### src/rtl/counter_seq_pkg.sv
// Shared definitions for the 8-entry non-sequential counter sequencer:
// the code table the counter walks through and the controller state type.
package counter_seq_pkg;

  localparam int SEQ_LEN = 8;

  localparam logic [3:0] SEQ_CODE [0:SEQ_LEN-1] = '{
    4'b0001, 4'b0011, 4'b0111, 4'b1010,
    4'b1100, 4'b1111, 4'b0010, 4'b1001
  };

  typedef enum logic [1:0] {
    IDLE  = 2'd0,
    AUTO  = 2'd1,
    PAUSE = 2'd2
  } ctrl_state_t;

  function automatic logic [3:0] seq_code(input logic [2:0] idx);
    return SEQ_CODE[idx];
  endfunction

endpackage

### src/rtl/btn_debounce.sv
// Pushbutton conditioner: 2-FF synchronizer, stability counter and a
// registered one-cycle pulse on each accepted 0->1 level change.
module btn_debounce #(
  parameter int DEBOUNCE_CYCLES = 16
) (
  input  logic clk,
  input  logic rst,
  input  logic raw,
  output logic level,
  output logic rise
);

  localparam int CW = $clog2(DEBOUNCE_CYCLES + 1);

  logic          sync_meta_q;
  logic          sync_q;
  logic          level_q;
  logic          rise_q;
  logic [CW-1:0] stable_cnt_q;

  // The count holds how many mismatching cycles have already been seen; the
  // level flips on the edge after a full window of them.
  always_ff @(posedge clk) begin
    if (rst) begin
      sync_meta_q  <= 1'b0;
      sync_q       <= 1'b0;
      level_q      <= 1'b0;
      rise_q       <= 1'b0;
      stable_cnt_q <= '0;
    end else begin
      sync_meta_q <= raw;
      sync_q      <= sync_meta_q;
      rise_q      <= 1'b0;
      if (sync_q == level_q) begin
        stable_cnt_q <= '0;
      end else if (stable_cnt_q == CW'(DEBOUNCE_CYCLES)) begin
        level_q      <= sync_q;
        rise_q       <= sync_q;
        stable_cnt_q <= '0;
      end else begin
        stable_cnt_q <= stable_cnt_q + CW'(1);
      end
    end
  end

  assign level = level_q;
  assign rise  = rise_q;

endmodule

### src/rtl/counter_step_ctrl.sv
// Step sequencer for the 8-code counter: manual/auto stepping, pause on the
// button, sequence tracking with wrap flag, and a sticky value-check fault.
//
//   state | meaning
//   IDLE  | manual mode, one step per debounced press
//   AUTO  | periodic step every AUTO_PERIOD cycles, press pauses
//   PAUSE | auto timer frozen, no steps, press resumes
module counter_step_ctrl
  import counter_seq_pkg::*;
#(
  parameter int DEBOUNCE_CYCLES = 16,
  parameter int AUTO_PERIOD     = 50
) (
  input  logic       clk,
  input  logic       rst,
  input  logic       btn,
  input  logic       mode_auto,
  input  logic [3:0] value_in,
  output logic       step,
  output logic       wrap,
  output logic [2:0] seq_idx,
  output logic       paused,
  output logic       fault
);

  localparam int TW = $clog2(AUTO_PERIOD);
  localparam logic [TW-1:0] TIMER_LAST = TW'(AUTO_PERIOD - 1);

  logic          press;
  logic          unused_btn_level;
  logic          mode_meta_q;
  logic          mode_sync_q;
  ctrl_state_t   state_q;
  ctrl_state_t   state_d;
  logic [TW-1:0] timer_q;
  logic [TW-1:0] timer_d;
  logic          fire;
  logic          step_q;
  logic          wrap_q;
  logic [2:0]    idx_q;
  logic          paused_q;
  logic          check_q;
  logic          fault_q;

  btn_debounce #(
    .DEBOUNCE_CYCLES(DEBOUNCE_CYCLES)
  ) u_btn_debounce (
    .clk  (clk),
    .rst  (rst),
    .raw  (btn),
    .level(unused_btn_level),
    .rise (press)
  );

  // Leaving auto mode always wins over a same-cycle expiry or press.
  always_comb begin
    state_d = state_q;
    timer_d = timer_q;
    fire    = 1'b0;
    case (state_q)
      IDLE: begin
        fire = press;
        if (mode_sync_q) begin
          state_d = AUTO;
          timer_d = '0;
        end
      end
      AUTO: begin
        if (!mode_sync_q) begin
          state_d = IDLE;
          timer_d = '0;
        end else begin
          if (timer_q == TIMER_LAST) begin
            timer_d = '0;
            fire    = 1'b1;
          end else begin
            timer_d = timer_q + TW'(1);
          end
          if (press) state_d = PAUSE;
        end
      end
      PAUSE: begin
        if (!mode_sync_q) begin
          state_d = IDLE;
          timer_d = '0;
        end else if (press) begin
          state_d = AUTO;
        end
      end
      default: begin
        state_d = IDLE;
        timer_d = '0;
      end
    endcase
  end

  always_ff @(posedge clk) begin
    if (rst) begin
      mode_meta_q <= 1'b0;
      mode_sync_q <= 1'b0;
      state_q     <= IDLE;
      timer_q     <= '0;
      step_q      <= 1'b0;
      wrap_q      <= 1'b0;
      idx_q       <= 3'd0;
      paused_q    <= 1'b0;
      check_q     <= 1'b0;
      fault_q     <= 1'b0;
    end else begin
      mode_meta_q <= mode_auto;
      mode_sync_q <= mode_meta_q;
      state_q     <= state_d;
      timer_q     <= timer_d;
      step_q      <= fire;
      wrap_q      <= fire && (idx_q == 3'd7);
      if (fire) idx_q <= idx_q + 3'd1;
      paused_q    <= (state_d == PAUSE);
      // The counter advances on the step edge, so its new code is valid one cycle later.
      check_q     <= step_q;
      if (check_q && (value_in != seq_code(idx_q))) fault_q <= 1'b1;
    end
  end

  assign step    = step_q;
  assign wrap    = wrap_q;
  assign seq_idx = idx_q;
  assign paused  = paused_q;
  assign fault   = fault_q;

endmodule
### config.mk
export PLATFORM = sky130hd
export DESIGN_NAME = counter_step_ctrl
export DESIGN_NICKNAME = d
export VERILOG_FILES = /design/src/rtl/counter_seq_pkg.sv /design/src/rtl/btn_debounce.sv /design/src/rtl/counter_step_ctrl.sv
export SDC_FILE = /design/constraint.sdc
export NUM_CORES = 1
export LEC_CHECK = 0
export ABC_AREA = 1
export BUFFER_PORTS_ARGS = -buffer_cell sky130_fd_sc_hd__buf_4
export CORE_ASPECT_RATIO = 0.7
export CORE_MARGIN = 2
export CORE_UTILIZATION = 50
export DETAILED_ROUTE_END_ITERATION = 16
export PLACE_DENSITY = 0.77
export REMOVE_ABC_BUFFERS = 1
export SYNTH_ARGS = -nofsm -noshare
export SYNTH_HDL_FRONTEND = slang
export SYNTH_SLANG_ARGS = --single-unit
### constraint.sdc
create_clock -name clk -period 2.88 [get_ports clk]
set_input_delay 0.864 -clock clk [delete_from_list [all_inputs] [get_ports clk]]
set_output_delay 0.864 -clock clk [all_outputs]
set_load 0.005 [all_outputs]
==> results of run 1 <==
[per-stage QoR]
stage	utilization, %	instance area [um2]	instances	worst slack (ns)	total power, uW
2_1_floorplan	-	1320	178	1.54	403
3_3_place_gp	58.9	1470	226	1.32	416
3_5_place_dp	58.9	1470	226	1.24	417
4_1_cts	60.9	1520	230	1.09	640
5_1_grt	60.9	1520	230	1.03	661
6_report	60.9	1520	230	1.09	633
[flip-flops by register name (all words and copies together) (netlist names), 2 cells and up]
signal                       cells
state_q                          2
timer_q                          6
seq_idx                          3
u_btn_debounce.stable_cnt_q      5
[layout by cell type (no fill, tap or decap), types with 2 or more instances in the layout]
cell | synthesis | routed
nand3_2 | 3 | 3
inv_1 | 27 | 27
xor2_1 | 4 | 4
clkbuf_8 | 0 | 3
a21oi_1 | 8 | 8
ha_1 | 8 | 8
nor2_1 | 25 | 25
dfxtp_1 | 27 | 27
nand3_1 | 14 | 14
o21ai_0 | 2 | 2
buf_4 | 0 | 14
nand2_1 | 38 | 38
inv_2 | 5 | 5
a21oi_2 | 2 | 2
nand4_1 | 2 | 2
[how the worst max path moves through the flow]
stage	from	end	cells past startpoint
6_report	seq_idx[2]$_SDFFE_PP0P_	seq_idx[2]	1
5_1_grt	seq_idx[2]$_SDFFE_PP0P_	seq_idx[2]	1
4_1_cts	seq_idx[2]$_SDFFE_PP0P_	seq_idx[2]	1
3_5_place_dp	rst	u_btn_debounce.stable_cnt_q[4]$_SDFF_PP0_	4
3_3_place_gp	rst	u_btn_debounce.stable_cnt_q[4]$_SDFF_PP0_	4
2_1_floorplan	seq_idx[0]$_SDFFE_PP0P_	fault$_SDFFE_PP0P_	10
[layout make-up]
type                       count  share of cell area, %
tap                           34                   2.80
clock buffer                   3                   2.72
sequential                    27                   35.6
clock inverter                 1                  0.576
multi-input combinational    119                   43.5
timing repair buffer          14                   6.91
inverter                      32                   7.90
[cell usage after synthesis (all sizes together)]
cell,instances,area (um2)
nand2,39,149
inv,32,120
dfxtp,27,541
nor2,26,105
nand3,18,118
a21oi,10,57.6
ha,8,100
o21ai,4,23.8
xor2,4,35.0
nand4,2,12.5
a211oi,1,12.5
a21boi,1,7.51
and2,1,6.26
clkbuf,1,3.75
nand3b,1,7.51
nor4,1,6.26
o22ai,1,6.26
or2,1,6.26
xnor2,1,8.76
[power breakdown]
part	total [uW]	leakage [uW]	switching (uW)	internal (uW)
registers	379	0.000218	2.46	377
logic	29.5	0.000435	16.9	12.6
clock network	224	0.0000261	122	102
[kinds of logic after synthesis]
logic type      after synthesis  share of synthesized area [%]
fa+ha+maj                     8                           7.55
simple gates                 89                           30.9
xor+xnor                      5                           3.30
buf+inv                      33                           9.34
compound gates               17                           8.11
flops                        27                           40.8
[per-layer routing]
layer  global-route usage [%]  up-vias  share of wire [%]  routed length [um]
met2                     31.4       12                 48                1140
met4                     7.08        0                1.4                  33
li1                         -      590                  -                   -
met3                     5.52        5                3.1                  73
met5                        0        -                  0                   0
met1                     19.6      498                 48                1140
==> run_results.csv, run 1 <==
group,metric,value,unit
floorplan,fp.dieArea,0.00309,mm2
cts,cts.hold.buffers_added,0,
critical_path,critical_path.cell_chain,"buf_4",
logic_synthesis,synth_sequential_area_ratio,40.8,%
sta,slew_headroom,82.0,%
logic_synthesis,synth.lib_cells_used.distinct,27,
sta,setup_viol,0,
routing,total_vias_in_the_final_route,1105,
global_route,gr-total-overflow,0,
routing,antenna_left,0,
critical_path,cpPeakStageDelay,0.48,ns
outcome,run_status,"finished, final reports clean",
placed_design,hpwlAfterDp,1850,um
floorplan,coreArea,0.00250,mm2
cells_and_area,layout-area-overhead-vs-synth,14.6,%
routing,detail_route.iter0.violations,29,
critical_path,worstPathMaxFanout,8,
routing,drc_errors,0,
power,power_density,416,mW/mm2
cts,inserted_clock_buffers,3,
routing,wl_per_cell,10.4,um
power,ir_worst_vdd,0.316,mV
sta,max_clock_freq,558,MHz
logic_synthesis,yosys_warnings,0,
sta,slew_violations,0,
cells_and_area,fillerInstances,220,
global_route,grt_antenna_before_repair,0,
critical_path,critPathRequiredTime,2.02,ns
global_route,grt_start_max_net_pins,18,
critical_path,crit_buf_inv,1,
critical_path,path_delay_family,"flip-flops",
critical_path,crit_slowest_cell,"dfxtp_1",
sta,finalHoldViolCount,0,
hold_path,min-delay-start,"u_btn_debounce.sync_meta_q$_SDFF_PP0_",
cts,cts_htree_levels,1,
routing,routed_via_density,4.80,
placed_design,place.port_buffers,14,
cts,clock_sinks,27,
global_route,grt_pass1_vias,988,
power,leakagePower,0.000680,uW
cts,clock_tree_from_tritoncts,"built",
sta,final.period_utilization,62.3,%
hold_path,class_of_the_tightest_hold_or_removal_check,"flip-flop to flip-flop",
cells_and_area,nNetsFinal,213,
critical_path,setup.worst_path.end_class,"output pin",
placed_design,gp_congestion,0.788,
floorplan,start_util,53.1,%
cts,clockRootBuffer,"clkbuf_8",
cts,clk-insertion-delay-late,0.28,ns
hold_path,hold-path-cell-count,2,
logic_synthesis,syn_area,0.00133,mm2
cells_and_area,drive_above_1_share,17.3,%
global_route,gr_usage_total,17.3,%
floorplan,floorplan.io_pins,15,
routing,postRouteWirelength,2380,um
sta,grt_setup_unrepaired,"no",
critical_path,r2r_start,"seq_idx[0]$_SDFFE_PP0P_",
critical_path,r2r_end,"fault$_SDFFE_PP0P_",
cts,post_cts_resize_count,0,
logic_synthesis,post_synth.cell_area_avg,7.41,um2
cts,cts_setup_buffers,0,
critical_path,worstRegToRegCells,10,
floorplan,chipWidth,65.6,um
sta,worst_pin_slew,0.270,ns
logic_synthesis,ys_seq_elements,27,
floorplan,fp.dieH,47.1,um
sta,final.setup.tns,0,ns
routing,drt_pre_antenna_iters,4,
sta,fin_skew,0.00692,ns
cells_and_area,antennaDiodeCount,0,
sta,fin_worst_hold_slack,0.411,ns
hold_path,min_to,"u_btn_debounce.sync_q$_SDFF_PP0_",
cells_and_area,seqCellArea,541,um2
logic_synthesis,synthesis.instances,179,
critical_path,worst_setup_path_start_kind,"flip-flop",
run,maxCapViolCount,0,
sta,fin_crit,1.79,ns
cts,cts.path.max_buffers,2,
floorplan,num_rows,15,
critical_path,setup.reg_to_reg.worst_slack,1.41,ns
cts,clk_pin_slew,0.10,ns
cells_and_area,multi_input_logic_area,662,um2
critical_path,path_class,"flip-flop to output pin",
critical_path,worst-endpoint-arrival,0.93,ns
global_route,wire_length_of_the_first_global_routing_pass,3950,um
Note: power is estimated with default switching activity, not from simulation.
==> run 2, diff against run 1 <==
--- a/config.mk
+++ b/config.mk
@@ -11,7 +11,7 @@
 export CORE_MARGIN = 2
 export CORE_UTILIZATION = 50
 export DETAILED_ROUTE_END_ITERATION = 16
-export PLACE_DENSITY = 0.77
+export PLACE_DENSITY = 0.8
 export REMOVE_ABC_BUFFERS = 1
 export SYNTH_ARGS = -nofsm -noshare
 export SYNTH_HDL_FRONTEND = slang
==> constraint.sdc (replaced) <==
create_clock -name clk -period 1.5 [get_ports clk]
set_input_delay 0.45 -clock clk [delete_from_list [all_inputs] [get_ports clk]]
set_output_delay 0.45 -clock clk [all_outputs]
set_load 0.005 [all_outputs]
==> run 2 against run 1 <==
  * Count of clock-buffer cells in the layout unchanged
  * Final area up 1.4%
  * Wire length down 1.2%
  * Non-clock buffer count up 3
  * Clock power up 87%
  * Worst hold slack worse by 0.044 ns
  * Register-to-register slack worse by 1.3 ns
  * Critical path type unchanged
  * Largest cell class unchanged
==> run_results.csv, run 2 (synthesized netlist as in run 1, its figures left out) <==
group,metric,value,unit
outcome,run_status,"finished, final reports clean",
routing,postRouteWirelength,2350,um
sta,slew_headroom,80.6,%
sta,finalHoldViolCount,0,
critical_path,worstPathMaxFanout,8,
cells_and_area,fillerInstances,232,
critical_path,worst_setup_path_start_kind,"flip-flop",
power,ir_worst_vdd,0.570,mV
cells_and_area,drive_above_1_share,18.6,%
cells_and_area,top_register,"timer_q",
routing,antenna_left,0,
cells_and_area,layout-area-overhead-vs-synth,16.2,%
sta,grt_setup_unrepaired,"no",
sta,fin_crit,1.37,ns
floorplan,fp.dieH,47.1,um
sta,final.period_utilization,91.4,%
routing,drt_pre_antenna_iters,4,
global_route,grt_start_max_net_pins,17,
cts,clk_pin_slew,0.09,ns
floorplan,coreArea,0.00250,mm2
sta,fin_skew,0.00633,ns
routing,routed_via_density,4.83,
power,leakagePower,0.000692,uW
sta,setup_viol,0,
placed_design,place.port_buffers,14,
power,power.total,1200,uW
cts,cts_setup_buffers,0,
cts,clock_tree_from_tritoncts,"built",
power,power_density,779,mW/mm2
routing,total_vias_in_the_final_route,1126,
hold_path,class_of_the_tightest_hold_or_removal_check,"primary input to flip-flop",
hold_path,min-delay-start,"mode_auto",
global_route,grt_antenna_before_repair,0,
cts,cts.hold.buffers_added,0,
cts,cts.path.max_buffers,2,
sta,final.setup.tns,0,ns
critical_path,path_class,"flip-flop to output pin",
routing,detail_route.iter0.violations,60,
run,maxCapViolCount,0,
placed_design,gp_congestion,0.856,
cts,inserted_clock_buffers,3,
cts,clock_sinks,27,
global_route,grt_pass1_vias,961,
routing,wl_per_cell,10.1,um
sta,worst_pin_slew,0.290,ns
critical_path,setup.worst_path.end_class,"output pin",
critical_path,cpPeakStageDelay,0.48,ns
critical_path,timing.critical_path.depth,1,
cts,post_cts_resize_count,0,
critical_path,crit_start,"seq_idx[2]$_SDFFE_PP0P_",
floorplan,floorplan.io_pins,15,
critical_path,r2r_start,"timer_q[1]$_SDFFE_PP0P_",
cells_and_area,antennaDiodeCount,0,
global_route,wire_length_of_the_first_global_routing_pass,3930,um
global_route,gr-total-overflow,0,
floorplan,start_util,53.1,%
sta,max_clock_freq,729,MHz
critical_path,critPathRequiredTime,1.05,ns
cells_and_area,nNetsFinal,216,
cts,clockRootBuffer,"clkbuf_8",
cells_and_area,largest_register_ff_count,6,
hold_path,hold-path-cell-count,3,
critical_path,worst-endpoint-arrival,0.92,ns
sta,slew_violations,0,
critical_path,worstRegToRegCells,7,
cts,cts_htree_levels,1,
cells_and_area,layout.cells.most_common,"nand2_1",
floorplan,chipWidth,65.6,um
global_route,gr_usage_total,16.9,%
floorplan,fp.dieArea,0.00309,mm2
floorplan,num_rows,15,
cells_and_area,layout.cells.most_common_list,"nand2_1 (38), inv_1 (27), dfxtp_1 (27)",
critical_path,crit_slowest_cell,"dfxtp_1",
routing,drc_errors,0,
critical_path,crit_buf_inv,1,
critical_path,path_delay_family,"flip-flops",
critical_path,critical_path.cell_chain,"buf_4",
cts,clk-insertion-delay-late,0.28,ns
placed_design,hpwlAfterDp,1860,um
## run 2: cell types whose count changed in the layout (fill, tap and decap cells not counted), sizes merged
cell      previous run  this run
clkinvlp             0         1
inv                 33        32
buf                 14        17
## run 2: through the flow
step | setup WS, ns | std cells | cell area (um2) | util [%] | hold slack, ns
global placement | 0.201 | 229 | 1490 | 59.8 | 0.390
floorplan | 0.156 | 178 | 1320 | - | 0.388
finish | 0.129 | 233 | 1540 | 61.8 | 0.367
CTS | 0.130 | 233 | 1540 | 61.8 | 0.371
global route | 0.0215 | 233 | 1540 | 61.8 | 0.379
detailed placement | 0.174 | 229 | 1490 | 59.8 | 0.392
## run 2: power by group
group	internal, uW	switching, uW
Sequential	723	4.36
Clock	189	229
Combinational	24.4	32.4
## run 2: path summary, 6_finish.rpt
kind | slack (ns) | to
worst max register to register | 0.15 | timer_q[2]$_SDFFE_PP0P_
worst max-delay path | 0.13 | seq_idx[2]
worst min register to register | 0.41 | u_btn_debounce.sync_q$_SDFF_PP0_
worst min-delay path | 0.37 | mode_meta_q$_SDFF_PP0_
## run 2: cell type report
type / count / area (um2) / area share [%]
Clock buffer: 3 / 41.3 / 2.68
Clock inverter: 1 / 7.51 / 0.487
Inverter: 32 / 120 / 7.79
Multi-Input combinational cell: 119 / 662 / 42.9
Sequential cell: 27 / 541 / 35.1
Tap cell: 34 / 42.5 / 2.76
Timing Repair Buffer: 17 / 128 / 8.28
## run 2: routing by layer
layer / GRT usage [%] / routed length [um]
met5: 0 / 0
met2: 30.4 / 1140
met1: 20.8 / 1120
met3: 5.28 / 101
met4: 3.33 / 0
## run 2: tightest hold or removal path: cells and delay by family
kind / cells / cell delay, ns
buf+inv: 2 / 0.11
simple gates: 1 / 0.06
==> run 3, diff against run 2 <==
--- a/config.mk
+++ b/config.mk
@@ -5,7 +5,6 @@
 export SDC_FILE = /design/constraint.sdc
 export NUM_CORES = 1
 export LEC_CHECK = 0
-export ABC_AREA = 1
 export BUFFER_PORTS_ARGS = -buffer_cell sky130_fd_sc_hd__buf_4
 export CORE_ASPECT_RATIO = 0.7
 export CORE_MARGIN = 2
==> run 3 against run 2 <==
  * Count of clock-buffer cells in the layout is the same
  * Wire length shrank 4.3%
  * Setup slack lost 0.055 ns
  * Register-to-register slack lost 0.07 ns
  * Total power shrank 5.8%
  * Sequential share of layout area grew 0.66 points
  * Critical path depth grew 1
  * Clock skew grew 0.0036 ns
  * Core utilization grew 1.1 points
  * First-iteration DRC count shrank 42%
  * Critical path type unchanged
  * Critical endpoint is now seq_idx[1]
==> run_results.csv, run 3 <==
group,metric,value,unit
cts,cts_htree_levels,1,
cells_and_area,layout.cells.most_common,"buf_4",
cells_and_area,nNetsFinal,173,
run,maxCapViolCount,0,
logic_synthesis,postSynth.topFlopCell,"dfxtp_1",
critical_path,path_delay_family,"flip-flops",
routing,total_vias_in_the_final_route,979,
routing,routed_via_density,5.15,
logic_synthesis,synthesis.instances,132,
global_route,grt_antenna_before_repair,0,
floorplan,fp.dieArea,0.00298,mm2
cts,clockRootBuffer,"clkbuf_4",
routing,drc_errors,0,
critical_path,setup.worst_path.end_class,"output pin",
sta,max_clock_freq,701,MHz
critical_path,critPathRequiredTime,1.05,ns
logic_synthesis,yosys.cell_count.top_type,"dfxtp_1",
routing,antenna_left,0,
sta,setup_viol,0,
sta,grt_setup_unrepaired,"yes",
cells_and_area,top_register,"timer_q",
sta,fin_skew,0.00993,ns
sta,slew_headroom,77.8,%
global_route,grt_start_max_net_pins,20,
placed_design,hpwlAfterDp,1710,um
logic_synthesis,yosys.area_share.adder,7.84,%
floorplan,num_rows,15,
logic_synthesis,synthDominantAreaCellType,"dfxtp_1",
floorplan,fp.dieH,46.3,um
outcome,run_status,"finished, final reports clean",
critical_path,critical_path.cell_chain,"buf_4 -> buf_4",
cells_and_area,largest_register_ff_count,6,
power,power.total,1130,uW
floorplan,chipWidth,64.4,um
sta,finalHoldViolCount,0,
logic_synthesis,synth_top_family_by_area,"simple AND/OR/NAND/NOR gates",
placed_design,place.port_buffers,14,
global_route,grt_pass1_vias,863,
floorplan,floorplan.io_pins,15,
logic_synthesis,synth_sequential_area_ratio,42.3,%
logic_synthesis,yosys_warnings,0,
logic_synthesis,synthSimpleGateAreaFrac,24.1,%
placed_design,dp.cells,185,
placed_design,gp_congestion,0.828,
critical_path,worst_setup_path_start_kind,"flip-flop",
logic_synthesis,yosysTopAreaCellShare,42.3,%
logic_synthesis,post_synth.cell_area_avg,9.68,um2
cells_and_area,fin_area,0.00153,mm2
placed_design,dpl-instance-area,0.00147,mm2
cells_and_area,drive_above_1_share,28.8,%
routing,wl_per_cell,11.9,um
power,ir_worst_vdd,0.357,mV
critical_path,library_cell_appearing_most_often_on_the_critical_path,"buf_4",
cells_and_area,post_layout_nonfiller_instances,190,
power,leakagePower,0.000616,uW
sta,fin_crit,1.43,ns
logic_synthesis,syn_area,0.00128,mm2
global_route,wire_length_of_the_first_global_routing_pass,3770,um
routing,detail_route.iter0.violations,35,
critical_path,crit_buf_inv,2,
logic_synthesis,synth_common_cells,"dfxtp_1 (27), nor2_1 (19), ha_1 (8), nor2b_1 (8)",
sta,slew_violations,0,
cts,inserted_clock_buffers,3,
cts,clk-insertion-delay-late,0.34,ns
sta,fin_worst_hold_slack,0.304,ns
global_route,gr_usage_total,17.3,%
logic_synthesis,ys_seq_elements,27,
routing,drt_pre_antenna_iters,4,
cells_and_area,antennaDiodeCount,0,
cells_and_area,layout-area-overhead-vs-synth,20.1,%
logic_synthesis,synth_compound_gate_area_share,11.1,%
sta,final.period_utilization,95.1,%
cells_and_area,layout.cells.most_common_list,"buf_4 (23), dfxtp_1 (21), nor2_1 (19)",
cts,clk_pin_slew,0.15,ns
critical_path,path_class,"flip-flop to output pin",
critical_path,worst-endpoint-arrival,0.98,ns
logic_synthesis,synth_enable_flop_cells,0,
floorplan,coreArea,0.00244,mm2
critical_path,worstPathMaxFanout,7,
power,power_density,738,mW/mm2
sta,worst_pin_slew,0.332,ns
logic_synthesis,synth.lib_cells_used.distinct,41,
cts,clock_tree_from_tritoncts,"built",
sta,final.setup.tns,0,ns
critical_path,crit_slowest_cell,"dfxtp_2",
logic_synthesis,synth-xor-area-share,8.13,%
routing,postRouteWirelength,2250,um
logic_synthesis,postSynth.asyncResetShare,0,%
hold_path,class_of_the_tightest_hold_or_removal_check,"primary input to flip-flop",
cts,cts.path.max_buffers,2,
cts,clock_sinks,27,
critical_path,cpPeakStageDelay,0.35,ns
logic_synthesis,muxShareOfSynthArea,3.53,%
floorplan,start_util,52.4,%
logic_synthesis,yosys-top-cells-area,"dfxtp_1 (42%), ha_1 (7.8%), nor2_1 (5.6%)",
global_route,gr-total-overflow,0,
==> run 3: changes by cell type in the layout (fill, tap and decap cells not counted), sizes merged, moves of 4 or more <==
| cell | change |
|---|---|
| nor2 | -6 |
| nand2 | -38 |
| nand2b | +7 |
| buf | +6 |
| nand3 | -15 |
| inv | -25 |
| xor2 | +4 |
| a21oi | -6 |
| nor2b | +8 |
==> run 3: cells by family (layout without fill, tap and decap cells) <==
| family | count (synthesis) | count (layout) |
|---|---|---|
| adders and majority gates | 8 | 8 |
| muxes | 4 | 4 |
| xor gates and xnor gates | 11 | 11 |
| DFF | 27 | 27 |
| buffers and inverters | 10 | 34 |
| and+or+nand+nor | 54 | 54 |
| AOI/OAI and AO/OA | 18 | 18 |
==> run 3: layer usage <==
metal / vias to the layer above / part of all wire (%) / routed length [um] / track usage, %
met5: - / 0 / 0 / 0
met4: 0 / 1.7 / 39 / 6.81
met3: 4 / 4.9 / 111 / 6.11
met2: 23 / 46 / 1030 / 28.3
met1: 451 / 48 / 1070 / 21.3
li1: 501 / - / - / -
==> run 3: final timing paths <==
check,from,end,cells after the start,slack [ns]
hold / removal,btn,u_btn_debounce.sync_meta_q$_SDFF_PP0_,2,0.30
setup reg to reg,seq_idx[1]$_SDFFE_PP0P_,fault$_SDFFE_PP0P_,6,0.08
hold reg to reg,mode_meta_q$_SDFF_PP0_,mode_sync_q$_SDFF_PP0_,1,0.46
setup / recovery,seq_idx[1]$_SDFFE_PP0P_,seq_idx[1],2,0.07
==> run 3: what timing repair did <==
action | CTS | global route
hold endpoints to repair | 0 | 0
resized for setup | 0 | 10
hold buffers | 0 | 0
buffers inserted | 0 | 1
setup endpoints to repair | 0 | 8
==> run 3: cell type report <==
| class | count | area, um2 |
|---|---|---|
| fill | 214 | 906 |
| multi-input combinational | 95 | 714 |
| sequential | 27 | 548 |
| timing repair buffer | 23 | 173 |
| tap | 34 | 42.5 |
| inverter | 7 | 26.3 |
| clock buffer | 3 | 22.5 |
| clock inverter | 1 | 7.51 |
==> run 3: power by group <==
part           switching (uW)  total (uW)  internal, uW  leakage [uW]
Combinational            33.7        72.8          39.1      0.000381
Clock                     226         328           102     0.0000139
Sequential               4.74         731           726      0.000222
==> run 3: stage by stage <==
step / util, % / worst slack [ns]
after floorplan: - / 0.00717
after global placement: 60.4 / 0.0403
after detailed placement: 60.4 / 0.0318
after CTS: 61.6 / 0.00392
after global routing: 62.9 / -0.0285
final: 62.9 / 0.0740
